--- config.mk ---
export PLATFORM = sky130hd
export DESIGN_NAME = s2c_req_arb_flat
export DESIGN_NICKNAME = d
export VERILOG_FILES = /design/src/rtl/s2c_req_arb_if.sv /design/src/rtl/s2c_req_arb.sv /design/src/flat_wrapper.sv
export SDC_FILE = /design/constraint.sdc
export NUM_CORES = 1
export LEC_CHECK = 0
export CAP_MARGIN = 30
export CORE_MARGIN = 2
export CORE_UTILIZATION = 50
export DETAILED_ROUTE_END_ITERATION = 8
export DONT_BUFFER_PORTS = 1
export PLACE_DENSITY_LB_ADDON = 0.12
export SLEW_MARGIN = 15
export SYNTH_ARGS = -nofsm -noshare
export SYNTH_HDL_FRONTEND = slang
export SYNTH_SLANG_ARGS = --single-unit
--- constraint.sdc ---
create_clock -name clk -period 1.7 [get_ports clk]
set_clock_uncertainty 0.1 [all_clocks]
set_input_delay 0.255 -clock clk [delete_from_list [all_inputs] [get_ports clk]]
set_output_delay 0.255 -clock clk [all_outputs]
set_load 0.02 [all_outputs]
--- src/rtl/s2c_req_arb_if.sv ---
// Driver-side and upstream-side signal bundle for the scenario request arbiter.
// The slave modport is the arbiter's view; master is the view of whatever drives it.
interface s2c_req_arb_if #(
  parameter int NUM_REQ = 4,
  parameter int DATA_W  = 32
);
  localparam int IDW = (NUM_REQ > 2) ? $clog2(NUM_REQ) : 1;

  logic [NUM_REQ-1:0] req_i;
  logic [NUM_REQ-1:0] gnt_o;
  logic [NUM_REQ-1:0] rsp_valid_o;
  logic [DATA_W-1:0]  rsp_data_o;
  logic               rsp_eod_o;
  logic               up_req_o;
  logic [IDW-1:0]     up_id_o;
  logic               up_ack_i;
  logic               up_rsp_valid_i;
  logic [DATA_W-1:0]  up_rsp_data_i;
  logic               up_rsp_eod_i;
  logic [NUM_REQ-1:0] done_o;
  logic               all_done_o;
  logic               busy_o;
  logic               timeout_err_o;

  modport slave (
    input  req_i, up_ack_i, up_rsp_valid_i, up_rsp_data_i, up_rsp_eod_i,
    output gnt_o, rsp_valid_o, rsp_data_o, rsp_eod_o, up_req_o, up_id_o,
           done_o, all_done_o, busy_o, timeout_err_o
  );

  modport master (
    output req_i, up_ack_i, up_rsp_valid_i, up_rsp_data_i, up_rsp_eod_i,
    input  gnt_o, rsp_valid_o, rsp_data_o, rsp_eod_o, up_req_o, up_id_o,
           done_o, all_done_o, busy_o, timeout_err_o
  );
endinterface

--- src/rtl/s2c_req_arb.sv ---
// Round-robin arbiter sharing one scenario-data request channel among NUM_REQ drivers.
// Define S2C_ARB_TIMEOUT_EN to add a response timeout that forces an EOD response.
//
// state    | meaning
// IDLE     | pick next eligible driver (req & ~done) from the rotating pointer
// ISSUE    | hold up_req/up_id until upstream acks; pulse gnt on the ack cycle
// WAIT_RSP | wait for the upstream response strobe (or timeout when enabled)
// RESP     | one-cycle response pulse to the winner; update done and pointer
module s2c_req_arb #(
  parameter int NUM_REQ = 4,
  parameter int DATA_W  = 32,
  parameter int TIMEOUT = 256
) (
  input logic          clk,
  input logic          rst,
  s2c_req_arb_if.slave bus
);
  localparam int IDW = (NUM_REQ > 2) ? $clog2(NUM_REQ) : 1;
  localparam int PW  = IDW + 1;

  if (NUM_REQ < 2 || NUM_REQ > 16) begin : g_bad_num_req
    $error("s2c_req_arb: NUM_REQ must be in 2..16");
  end
  if (TIMEOUT < 2) begin : g_bad_timeout
    $error("s2c_req_arb: TIMEOUT must be at least 2");
  end

  typedef enum logic [1:0] {IDLE, ISSUE, WAIT_RSP, RESP} state_t;

  state_t             state, state_nxt;
  logic [IDW-1:0]     ptr, ptr_nxt;
  logic [IDW-1:0]     idx, idx_nxt;
  logic [IDW-1:0]     win;
  logic               win_vld;
  logic [PW-1:0]      pos;
  logic [NUM_REQ-1:0] done, done_nxt;
  logic [NUM_REQ-1:0] eligible;
  logic [NUM_REQ-1:0] idx_oh;
  logic [DATA_W-1:0]  data_q, data_nxt;
  logic               eod_q, eod_nxt;

`ifdef S2C_ARB_TIMEOUT_EN
  localparam int CW = $clog2(TIMEOUT);
  logic [CW-1:0] cnt, cnt_nxt;
  logic          to_err, to_err_nxt;
`endif

  assign eligible = bus.req_i & ~done;

  // Search upward from the pointer with wrap; first eligible driver wins.
  always_comb begin
    win     = '0;
    win_vld = 1'b0;
    pos     = '0;
    for (int i = 0; i < NUM_REQ; i++) begin
      pos = {1'b0, ptr} + PW'(i);
      if (pos >= PW'(NUM_REQ)) pos = pos - PW'(NUM_REQ);
      if (!win_vld && eligible[pos[IDW-1:0]]) begin
        win_vld = 1'b1;
        win     = pos[IDW-1:0];
      end
    end
  end

  always_comb begin
    idx_oh      = '0;
    idx_oh[idx] = 1'b1;
  end

  always_comb begin
    state_nxt = state;
    ptr_nxt   = ptr;
    idx_nxt   = idx;
    done_nxt  = done;
    data_nxt  = data_q;
    eod_nxt   = eod_q;
`ifdef S2C_ARB_TIMEOUT_EN
    cnt_nxt    = cnt;
    to_err_nxt = to_err;
`endif
    case (state)
      IDLE: begin
        if (win_vld) begin
          idx_nxt   = win;
          state_nxt = ISSUE;
        end
      end
      ISSUE: begin
        if (bus.up_ack_i) begin
          state_nxt = WAIT_RSP;
`ifdef S2C_ARB_TIMEOUT_EN
          cnt_nxt = '0;
`endif
        end
      end
      WAIT_RSP: begin
        // A real response beats expiry when both land in the same cycle.
        if (bus.up_rsp_valid_i) begin
          data_nxt  = bus.up_rsp_data_i;
          eod_nxt   = bus.up_rsp_eod_i;
          state_nxt = RESP;
        end
`ifdef S2C_ARB_TIMEOUT_EN
        else if (cnt == CW'(TIMEOUT - 1)) begin
          data_nxt   = '0;
          eod_nxt    = 1'b1;
          to_err_nxt = 1'b1;
          state_nxt  = RESP;
        end else begin
          cnt_nxt = cnt + 1'b1;
        end
`endif
      end
      RESP: begin
        if (eod_q) done_nxt = done | idx_oh;
        ptr_nxt   = (idx == IDW'(NUM_REQ - 1)) ? '0 : idx + 1'b1;
        state_nxt = IDLE;
      end
      default: state_nxt = IDLE;
    endcase
  end

  always_ff @(posedge clk or posedge rst) begin
    if (rst) begin
      state  <= IDLE;
      ptr    <= '0;
      idx    <= '0;
      done   <= '0;
      data_q <= '0;
      eod_q  <= 1'b0;
    end else begin
      state  <= state_nxt;
      ptr    <= ptr_nxt;
      idx    <= idx_nxt;
      done   <= done_nxt;
      data_q <= data_nxt;
      eod_q  <= eod_nxt;
    end
  end

`ifdef S2C_ARB_TIMEOUT_EN
  always_ff @(posedge clk or posedge rst) begin
    if (rst) begin
      cnt    <= '0;
      to_err <= 1'b0;
    end else begin
      cnt    <= cnt_nxt;
      to_err <= to_err_nxt;
    end
  end

  assign bus.timeout_err_o = to_err;
`else
  assign bus.timeout_err_o = 1'b0;
`endif

  assign bus.gnt_o       = (state == ISSUE && bus.up_ack_i) ? idx_oh : '0;
  assign bus.rsp_valid_o = (state == RESP) ? idx_oh : '0;
  assign bus.rsp_data_o  = (state == RESP) ? data_q : '0;
  assign bus.rsp_eod_o   = (state == RESP) ? eod_q : 1'b0;
  assign bus.up_req_o    = (state == ISSUE);
  assign bus.up_id_o     = (state == ISSUE) ? idx : '0;
  assign bus.done_o      = done;
  assign bus.all_done_o  = &done;
  assign bus.busy_o      = (state != IDLE);
endmodule

--- src/flat_wrapper.sv ---
// flat-port wrapper written by rule: the top's interface ports become plain ports
module s2c_req_arb_flat 
#(
  parameter int NUM_REQ = 4,
  parameter int DATA_W  = 32,
  parameter int TIMEOUT = 256
)
  (clk, rst, bus_req_i, bus_up_ack_i, bus_up_rsp_valid_i, bus_up_rsp_data_i, bus_up_rsp_eod_i, bus_gnt_o, bus_rsp_valid_o, bus_rsp_data_o, bus_rsp_eod_o, bus_up_req_o, bus_up_id_o, bus_done_o, bus_all_done_o, bus_busy_o, bus_timeout_err_o);
  s2c_req_arb_if #(.NUM_REQ(NUM_REQ), .DATA_W(DATA_W)) bus_i ();
  input logic clk;
  input logic rst;
  input wire logic [$bits(bus_i.req_i)-1:0] bus_req_i;
  input wire logic [$bits(bus_i.up_ack_i)-1:0] bus_up_ack_i;
  input wire logic [$bits(bus_i.up_rsp_valid_i)-1:0] bus_up_rsp_valid_i;
  input wire logic [$bits(bus_i.up_rsp_data_i)-1:0] bus_up_rsp_data_i;
  input wire logic [$bits(bus_i.up_rsp_eod_i)-1:0] bus_up_rsp_eod_i;
  output wire logic [$bits(bus_i.gnt_o)-1:0] bus_gnt_o;
  output wire logic [$bits(bus_i.rsp_valid_o)-1:0] bus_rsp_valid_o;
  output wire logic [$bits(bus_i.rsp_data_o)-1:0] bus_rsp_data_o;
  output wire logic [$bits(bus_i.rsp_eod_o)-1:0] bus_rsp_eod_o;
  output wire logic [$bits(bus_i.up_req_o)-1:0] bus_up_req_o;
  output wire logic [$bits(bus_i.up_id_o)-1:0] bus_up_id_o;
  output wire logic [$bits(bus_i.done_o)-1:0] bus_done_o;
  output wire logic [$bits(bus_i.all_done_o)-1:0] bus_all_done_o;
  output wire logic [$bits(bus_i.busy_o)-1:0] bus_busy_o;
  output wire logic [$bits(bus_i.timeout_err_o)-1:0] bus_timeout_err_o;
  assign bus_i.req_i = bus_req_i;
  assign bus_i.up_ack_i = bus_up_ack_i;
  assign bus_i.up_rsp_valid_i = bus_up_rsp_valid_i;
  assign bus_i.up_rsp_data_i = bus_up_rsp_data_i;
  assign bus_i.up_rsp_eod_i = bus_up_rsp_eod_i;
  assign bus_gnt_o = bus_i.gnt_o;
  assign bus_rsp_valid_o = bus_i.rsp_valid_o;
  assign bus_rsp_data_o = bus_i.rsp_data_o;
  assign bus_rsp_eod_o = bus_i.rsp_eod_o;
  assign bus_up_req_o = bus_i.up_req_o;
  assign bus_up_id_o = bus_i.up_id_o;
  assign bus_done_o = bus_i.done_o;
  assign bus_all_done_o = bus_i.all_done_o;
  assign bus_busy_o = bus_i.busy_o;
  assign bus_timeout_err_o = bus_i.timeout_err_o;
  s2c_req_arb #(.NUM_REQ(NUM_REQ), .DATA_W(DATA_W), .TIMEOUT(TIMEOUT)) u_core (.clk(clk), .rst(rst), .bus(bus_i));
endmodule
==> metrics.yaml, run 1 <==
run_status:
  status: "complete, but fails checks"
  violations: "negative setup slack"
timing:
  holdWs_ns: 0.0112
  final_hold_viol_count: 0
  setup_tns_ns: -0.415
  report.final.setup_viol: 38
  finalCriticalPeriod_ns: 1.74
  maxSlewViolCount: 0
  fmax_mhz: 576
  rsz0062_at_grt: "true"
  max-slew-margin-rel_pct: 47.8
  worst_slew_pin_slew_ns: 0.778
  min_period_over_period_pct: 102
  fin_ws_ns: -0.0361
detailed_routing:
  routed_wl_mm: 4.62
  firstDrtPassIters: 4
  ant_nets: 0
  num_vias: 1444
  drtIter0Drc: 54
  viasPerCell: 5.49
  drc: 0
  wl_per_cell_um: 17.5
placed_design:
  gp_congestion: 0.847
  io_buffers: 0
  hpwl_mm: 3.34
  placed_area_um2: 2310
finish:
  n_antenna_cell: 0
  area_delta_synth_final_pct: 27.3
  n_fill_cell: 324
  fin_nets: 262
  final_cell_area_um2: 2760
  drive_gt1_share_pct: 54.9
hold_path:
  holdPathEnd: "u_core.data_q[4]"
  holdPathStages: 1
  min-delay-start: "bus_up_rsp_data_i[4]"
  hp-class: "in2reg"
synth:
  ys.flop_type: "dfrtp_1"
  synth_area_um2: 2170
  synth_most_common_cell: "dfrtp_1"
  ys_ff_latch: 43
  syn_nets: 231
  yosysTopAreaCellShare_pct: 49.6
  yosysWarnings: 0
  synth_edf_count: 0
  synthTopCellsByArea: "dfrtp_1 (50%), mux2_2 (18%), and2_1 (11%)"
  async_flop_share_pct: 100
  yosysSeqAreaShare_pct: 49.6
  synth_common_cells: "dfrtp_1 (43), and2_1 (39), mux2_2 (34), ha_1 (9), inv_1 (9)"
  syn_inst: 181
  yosysTopAreaCell: "dfrtp_1"
  ys_types: 32
  avgSynthCellArea_um2: 12.0
critical_path:
  r2r-end: "u_core.state[1]"
  r2r_start: "u_core.state[1]"
  critPathArrivalTime_ns: 1.81
  path_class: "reg2reg"
  reg2regPathDepth: 5
  endpoint_kind: "register"
  regToRegSetupSlack_ns: -0.04
  critPathLaunchType: "register"
  crit_fanout: 4
  required_ns: 1.78
pwr:
  p_leak_nw: 1.26
  power.switching_mw: 2.14
  share_seq_of_total_power_pct: 34.3
  sw_frac_of_total_pct: 39.1
  p_clk_share_pct: 14.3
  powerDensity_nw_per_um2: 1980
  combPwrFrac_pct: 51.4
  intPower_mw: 3.33
  ir_drop_v: 0.00105
global_route:
  first_global_vias: 1527
  grt_overflow: 0
  antenna_found_initial: 0
  grt_pass1_wl_mm: 7.33
  grt_max_degree: 34
  track_usage_pct: 19.1
floorplanning:
  fp.dieArea_um2: 4880
  rows: 23
  core_area_um2: 4090
  start_util_pct: 53.1
  io_pins: 92
  die_h_um: 69.9
  die_w_um: 69.9
clock_tree:
  clock_sinks: 43
  cts_tree: "yes"
  clock_path_buffers: 2
  clock_latency_ns: 0.29
  clk_pin_slew_ns: 0.08
  cts-root-buf: "clkbuf_8"
  cts_buffers: 5
  htreeDepth: 2
flow_run:
  max_cap_viol_count: 0
[registers in the layout, indices dropped and copies added, names as in the netlist]
register           cells
u_core.idx             2
u_core.bus.done_o      4
u_core.state           2
u_core.data_q         32
u_core.eod_q           1
u_core.ptr             2
[how the worst max path moves through the flow]
stage,from,end,slack [ns],cells past startpoint
floorplan,u_core.state[1],u_core.state[1],0.0001,4
global placement,u_core.state[0],u_core.state[1],0.06,4
detailed placement,u_core.state[0],u_core.state[1],-0.08,4
CTS,u_core.state[1],bus_rsp_data_o[21],-0.02,3
global route,u_core.state[1],u_core.state[1],-0.14,5
finish,u_core.state[1],u_core.state[1],-0.04,5
[cell families (layout without fill, tap and decap cells)]
kind of cell / count (synthesis) / in the layout / share of synthesized area (%)
adder cells (fa/ha/maj): 9 / 9 / 5.19
flip-flops: 43 / 43 / 49.6
AO/OA/AOI/OAI: 15 / 15 / 5.01
buffers and inverters: 18 / 50 / 3.46
other: 1 / 1 / 0.173
multiplexers: 36 / 36 / 18.6
AND/OR/NAND/NOR: 59 / 59 / 18.0
[power groups by stage]
stage	combinational [mW]	sequential, mW	clock, mW
6_report	2.81	1.88	0.783
5_1_grt	3.04	1.94	0.856
4_1_cts	2.66	1.86	0.805
3_5_place_dp	2.43	1.86	0
3_3_place_gp	2.33	1.82	0
2_1_floorplan	1.87	1.84	0
[worst max-delay path: stages (launching register included)]
cell and delay [ns]:
dfrtp_1 0.43, inv_2 0.10, ha_4 0.17, a222oi_1 0.34
buf_4 0.20, mux2_4 0.29
[layout make-up]
class | count | area [um^2] | share of cell area, %
clock buffer | 5 | 68.8 | 2.49
inverter | 9 | 33.8 | 1.22
clock inverter | 3 | 43.8 | 1.59
sequential | 43 | 1080 | 39.0
timing repair buffer | 33 | 335 | 12.1
multi-input combinational | 120 | 1140 | 41.3
tap | 50 | 62.6 | 2.26
[through the flow]
step           util [%]  power [mW]  setup slack, ns  instances
6_report           67.6        5.47          -0.0361        263
5_1_grt            67.6        5.84           -0.140        263
4_1_cts            62.1        5.33          -0.0228        244
3_5_place_dp       56.5        4.30          -0.0770        234
3_3_place_gp       56.5        4.16           0.0557        234
2_1_floorplan         -        3.71         0.000104        181
[routing by layer]
| layer | GRT usage [%] | up-vias | wire (um) |
|---|---|---|---|
| met3 | 7.07 | 8 | 374 |
| met5 | 0 | - | 0 |
| met2 | 32.8 | 71 | 2500 |
| li1 | - | 663 | - |
| met4 | 7.69 | 0 | 80 |
| met1 | 21.4 | 702 | 1660 |
[timing repair]
item / CTS / global route
cloned: 0 / 0
setup endpoints to repair: 44 / 45
hold buffers: 1 / 18
pin swaps: 1 / 2
resized for setup: 66 / 12
endpoints found under the hold margin: 19 / 18
buffers inserted: 1 / 1
[cell usage in the layout (no fill, tap or decap), drive strengths merged, types with 2 or more instances in the layout]
cell and count:
nor2b 4, dlygate4sd3 19, mux2 35, nand2 4
a21o 4, ha 9, inv 8, and3 4
dfrtp 43, nand2b 2, nor2 2, and2 39
clkinv 3, buf 14, a21oi 3, clkbuf 5
(Power assumes the default switching activity.)
==> run 2: changes to the inputs <==
==> constraint.sdc (replaced) <==
create_clock -name clk -period 2.1 [get_ports clk]
set_clock_uncertainty 0.1 [all_clocks]
set_input_delay 0.315 -clock clk [delete_from_list [all_inputs] [get_ports clk]]
set_output_delay 0.315 -clock clk [all_outputs]
set_load 0.02 [all_outputs]
==> metrics.yaml, run 2 (synthesized netlist as in run 1, its figures left out) <==
run_status:
  status: "complete, no violations"
finish:
  largest_reg_flops: 32  # unchanged
  drive_gt1_share_pct: 30.5  # -24 points
  layout_common_cells: "dfrtp_1 (43), and2_1 (39), mux2_2 (34), inv_1 (8), ha_1 (8)"
  n_antenna_cell: 0  # unchanged
  area_delta_synth_final_pct: 8.93
  layout_commonest_cell: "dfrtp_1"
  final_cell_area_um2: 2360  # -14%
  top_register: "u_core.data_q"
  fin_nets: 237  # -9.5%
timing:
  holdWs_ns: 0.0701  # +0.0589 ns
  setup_tns_ns: 0  # +0.415 ns
  rsz0062_at_grt: "false"
  worst_slew_pin_slew_ns: 0.493  # -0.286 ns
  min_period_over_period_pct: 89.9
  report.final.setup_viol: 0  # -100%
  maxSlewViolCount: 0  # unchanged
  fin_ws_ns: 0.211  # +0.248 ns
  finalCriticalPeriod_ns: 1.89
  max-slew-margin-rel_pct: 67.0  # +19 points
  fmax_mhz: 530
  final_hold_viol_count: 0  # unchanged
global_route:
  grt_max_degree: 34  # unchanged
  track_usage_pct: 17.7  # -1.4 points
  first_global_vias: 1384  # -9.4%
  antenna_found_initial: 0  # unchanged
  grt_overflow: 0  # unchanged
  grt_pass1_wl_mm: 6.70  # -8.6%
critical_path:
  cp_slowest_cell: "dfrtp_1"
  critPathArrivalTime_ns: 1.47  # -0.34 ns
  required_ns: 1.68  # -0.10 ns
  endpoint_kind: "primary output"
  cp-startpoint: "u_core.state[1]"
  path_cells: "ha_2, buf_4, and2_1"
  r2r_start: "u_core.state[1]"
  crit_fanout: 16  # +12
  path_class: "reg2out"
  critPathLaunchType: "register"
  cp_slowest_stage_delay_ns: 0.39  # -0.04 ns
pwr:
  ir_drop_v: 0.000748  # -29%
  p_leak_nw: 1.10  # -13%
  powerDensity_nw_per_um2: 1630  # -18%
  p_total_mw: 3.85  # -30%
hold_path:
  min-delay-start: "bus_up_rsp_data_i[11]"
  hp-class: "in2reg"
clock_tree:
  htreeDepth: 2  # unchanged
  cts-root-buf: "clkbuf_8"
  cts_buffers: 5  # unchanged
  postCtsSetupRepairBufs: 0  # -1
  clk_pin_slew_ns: 0.08  # about the same
  clock_path_buffers: 2  # unchanged
  clock_latency_ns: 0.28  # about the same
  cts_tree: "yes"
  clock_sinks: 43  # unchanged
detailed_routing:
  firstDrtPassIters: 4  # unchanged
  ant_nets: 0  # unchanged
  drtIter0Drc: 70  # +30%
  drc: 0  # unchanged
  viasPerCell: 5.55  # +1.1%
  num_vias: 1315  # -8.9%
  wl_per_cell_um: 17.5  # about the same
  routed_wl_mm: 4.16  # -10%
floorplanning:
  fp.dieArea_um2: 4880  # unchanged
  die_w_um: 69.9  # unchanged
  core_area_um2: 4090  # unchanged
  rows: 23  # unchanged
  die_h_um: 69.9  # unchanged
  io_pins: 92  # unchanged
  start_util_pct: 53.1  # unchanged
placed_design:
  placed_area_um2: 2250  # -2.6%
  post-place-ws_ns: 0.354  # +0.431 ns
  hpwl_mm: 3.22  # -3.4%
  gp_congestion: 0.911  # +7.5%
  io_buffers: 0  # unchanged
flow_run:
  max_cap_viol_count: 0  # unchanged
## run 2: changes by cell type in the layout (fill, tap and decap cells not counted), sizes merged
| cell | change |
|---|---|
| dlygate4sd3 | -18 |
| bufinv | -1 |
| clkbuf | +1 |
| buf | -7 |
| clkinv | -1 |
## run 2: power by group
group	internal [mW]	total, mW	switching, mW
registers	1.25	1.57	0.314
logic	0.759	1.77	1.01
clock network	0.258	0.512	0.254
## run 2: critical path: cells and delay by family, from the launching register on
| kind | cells | cell delay (ns) |
|---|---|---|
| flops | 1 | 0.39 |
| buf+inv | 1 | 0.22 |
| fa+ha+maj | 1 | 0.30 |
| simple gates | 1 | 0.27 |
## run 2: layout make-up
type / instances / area (um^2)
Inverter: 9 / 33.8
Sequential cell: 43 / 1080
Clock inverter: 1 / 5.00
Multi-Input combinational cell: 120 / 1020
Clock buffer: 6 / 82.6
Tap cell: 50 / 62.6
Timing Repair Buffer: 8 / 82.6
Fill cell: 349 / 1720
## run 2: worst paths after layout
path | end | slack, ns | cells past startpoint
setup / recovery | bus_rsp_data_o[2] | 0.21 | 3
hold / removal | u_core.data_q[11] | 0.07 | 1
setup reg to reg | u_core.state[1] | 0.37 | 4
hold reg to reg | u_core.data_q[9] | 0.40 | 1
max in group asynchronous | u_core.data_q[17] | 0.96 | 4
min in group asynchronous | u_core.data_q[12] | 0.34 | 2
## run 2: timing repair
action                                  CTS  global route
endpoints found under the hold margin    24             0
endpoints found under the setup margin    0            27
gates resized for setup                   0             1
hold buffers                              1             0
## run 2: stage by stage
stage / util, % / std cells
floorplan: - / 181
global placement: 55.1 / 228
detailed placement: 55.1 / 228
global route: 57.9 / 237
finish: 57.9 / 237
CTS: 57.4 / 236
## run 2: metal layers
| metal | up-vias | global-route usage [%] | share of wire (%) |
|---|---|---|---|
| met4 | 0 | 5.77 | 0.41 |
| met2 | 55 | 30.9 | 52 |
| met5 | - | 0 | 0 |
| met1 | 646 | 19.3 | 39 |
| met3 | 2 | 7.36 | 8.0 |
| li1 | 612 | - | - |
==> run 3: changes to the inputs <==
--- a/config.mk
+++ b/config.mk
@@ -5,7 +5,8 @@
 export SDC_FILE = /design/constraint.sdc
 export NUM_CORES = 1
 export LEC_CHECK = 0
-export CAP_MARGIN = 30
+export ABC_AREA = 1
+export CAP_MARGIN = 20
 export CORE_MARGIN = 2
 export CORE_UTILIZATION = 50
 export DETAILED_ROUTE_END_ITERATION = 8
==> metrics.yaml, run 3 <==
clock_tree:
  cts_tree: "yes"
  clock_sinks: 43  # unchanged
  clock_path_buffers: 2  # unchanged
  cts_buffers: 5  # unchanged
  clk_pin_slew_ns: 0.09  # about the same
  htreeDepth: 2  # unchanged
  postCtsSetupRepairBufs: 0  # unchanged
  clock_latency_ns: 0.30  # +0.02 ns
  cts-root-buf: "clkbuf_8"
critical_path:
  path_cells: "ha_1, buf_4, nand2_1, inv_1"
  r2r-end: "u_core.data_q[30]"
  cp_slowest_stage_delay_ns: 0.42  # +0.03 ns
  regToRegSetupSlack_ns: 0.43  # +0.06 ns
  path_class: "reg2out"
  cp_slowest_cell: "dfrtp_1"
  path_delay_family: "buffers and inverters"
  required_ns: 1.68  # about the same
  reg2regPathDepth: 5  # +1
  cp-startpoint: "u_core.state[0]"
  critPathLaunchType: "register"
  path_buf_inv: 2  # +1
  critPathArrivalTime_ns: 1.50  # +0.03 ns
  crit_fanout: 28  # +12
  r2r_start: "u_core.state[0]"
  endpoint_kind: "primary output"
timing:
  setup_tns_ns: 0  # unchanged
  final_hold_viol_count: 0  # unchanged
  finalCriticalPeriod_ns: 1.92  # +0.0284 ns
  report.final.setup_viol: 0  # unchanged
  min_period_over_period_pct: 91.3  # +1.4 points
  maxSlewViolCount: 0  # unchanged
  worst_slew_pin_slew_ns: 0.580  # +0.0879 ns
  rsz0062_at_grt: "false"
  fmax_mhz: 522  # -1.5%
  max-slew-margin-rel_pct: 61.2  # -5.7 points
hold_path:
  hp-class: "in2reg"
  holdPathStages: 1  # unchanged
  holdPathEnd: "u_core.data_q[24]"
  min-delay-start: "bus_up_rsp_data_i[24]"
pwr:
  sw_frac_of_total_pct: 45.1  # +4.1 points
  intPower_mw: 2.38  # +4.9%
  ir_drop_v: 0.000865  # +16%
  share_seq_of_total_power_pct: 36.4  # -4.3 points
  p_leak_nw: 1.53  # +39%
  combPwrFrac_pct: 48.7  # +2.7 points
  power.switching_mw: 1.96  # +24%
  powerDensity_nw_per_um2: 1660  # +2.0%
  p_clk_share_pct: 14.9  # +1.6 points
synth:
  yosysTopAreaCell: "dfrtp_1"
  yosysSeqAreaShare_pct: 44.3  # -5.3 points
  yosysTopAreaCellShare_pct: 44.3  # -5.3 points
  synth_mux_area_share_pct: 15.3  # -3.3 points
  synth-simple-area-share_pct: 21.3  # +3.3 points
  synth_fa_ha_area_share_pct: 4.64  # -0.55 points
  synth_common_cells: "nand2_1 (69), inv_1 (59), dfrtp_1 (43), mux2_2 (33), nand3_1 (16)"
  synth_edf_count: 0  # unchanged
  synth_compound_area_share_pct: 1.70  # -3.3 points
  synth_top_family_by_area: "simple AND/OR/NAND/NOR gates"
  avgSynthCellArea_um2: 8.80  # -27%
  ys.flop_type: "dfrtp_1"
  synthTopCellsByArea: "dfrtp_1 (44%), mux2_2 (15%), nand2_1 (11%)"
  synth_most_common_cell: "nand2_1"
  yosysWarnings: 0  # unchanged
  syn_inst: 276  # +52%
  ys_ff_latch: 43  # unchanged
  ys_types: 24  # -25%
  synthXorXnorAreaFrac_pct: 0  # unchanged
  async_flop_share_pct: 100  # unchanged
  synth_area_um2: 2430  # +12%
  syn_nets: 326  # +41%
floorplanning:
  core_area_um2: 4690  # +15%
  die_w_um: 73.7  # +5.4%
  io_pins: 92  # unchanged
  rows: 25  # +8.7%
  fp.dieArea_um2: 5430  # +11%
  die_h_um: 73.7  # +5.4%
  start_util_pct: 51.8  # -1.4 points
finish:
  fin_util_pct: 55.7  # -2.2 points
  top_register: "u_core.data_q"
  layout_common_cells: "nand2_1 (69), inv_1 (58), dfrtp_1 (43), mux2_2 (33), nand3_1 (16)"
  largest_reg_flops: 32  # unchanged
  fin_nets: 329  # +39%
  layout_commonest_cell: "nand2_1"
  n_antenna_cell: 0  # unchanged
  n_fill_cell: 447  # +28%
  drive_gt1_share_pct: 23.9  # -6.6 points
  area_delta_synth_final_pct: 7.57
detailed_routing:
  wl_per_cell_um: 14.3  # -18%
  drtIter0Drc: 65  # -7.1%
  firstDrtPassIters: 4  # unchanged
  ant_nets: 0  # unchanged
  drc: 0  # unchanged
  routed_wl_mm: 4.77  # +15%
  num_vias: 1712  # +30%
  viasPerCell: 5.13  # -7.6%
global_route:
  grt_pass1_wl_mm: 7.88  # +18%
  grt_overflow: 0  # unchanged
  track_usage_pct: 18.8  # +1.2 points
  first_global_vias: 1713  # +24%
  antenna_found_initial: 0  # unchanged
  grt_max_degree: 34  # unchanged
run_status:
  status: "complete, no violations"
placed_design:
  hpwl_mm: 3.61  # +12%
  io_buffers: 0  # unchanged
  gp_congestion: 0.774  # -15%
flow_run:
  max_cap_viol_count: 0  # unchanged
==> run 3: through the flow <==
step	hold slack (ns)	area, um^2	power [mW]	instances	setup slack (ns)
floorplan	0.366	2430	3.35	276	0.404
global placement	0.197	2490	3.67	325	0.470
detailed placement	0.199	2490	3.73	325	0.429
CTS	0.0517	2610	4.40	334	0.159
global route	0.0489	2610	4.71	334	0.0511
finish	0.0621	2610	4.34	334	0.183
==> run 3: worst max path at each step <==
| stage | end | slack (ns) | cells past startpoint |
|---|---|---|---|
| after floorplan | bus_all_done_o | 0.40 | 2 |
| after global placement | u_core.data_q[31] | 0.47 | 5 |
| after detailed placement | u_core.data_q[30] | 0.43 | 5 |
| after CTS | bus_rsp_valid_o[2] | 0.16 | 4 |
| after global routing | bus_rsp_data_o[8] | 0.05 | 4 |
| final | bus_rsp_valid_o[2] | 0.18 | 4 |
==> run 3: kinds of logic after synthesis <==
family / Yosys count
AOI/OAI and AO/OA: 8
adders and majority gates: 9
buffers and inverters: 72
DFF: 43
muxes: 33
other: 1
and+or+nand+nor: 110
==> run 3: layout make-up <==
class	instances	area [um^2]	area share, %
clock buffers	5	68.8	2.63
repair buffers	7	67.6	2.59
flip-flops and latches	43	1080	41.2
multi-input cells	161	1050	40.1
well taps	54	67.6	2.59
clock inverters	3	43.8	1.68
inverters	61	241	9.24
==> run 3: routing by layer <==
layer  vias to the layer above  part of all wire (%)  wire length (um)  track usage, %
met1                       805                    43              2050            22.4
met5                         -                     0                 0               0
met3                         4                   8.7               416            6.86
li1                        839                     -                 -               -
met4                         0                  0.96                46            5.45
met2                        64                    47              2270            31.9
==> run 3: repair_timing <==
action	4_1_cts	5_1_grt
resized for setup	0	0
hold endpoints to repair	27	0
hold buffers	1	0
==> run 3: power by group through the flow <==
stage                     Sequential (mW)  Combinational [mW]  Clock [mW]
final                                1.58                2.11       0.647
after global routing                 1.64                2.38       0.694
after CTS                            1.58                2.15       0.672
after detailed placement             1.59                2.14           0
after global placement               1.58                2.10           0
after floorplan                      1.47                1.88           0
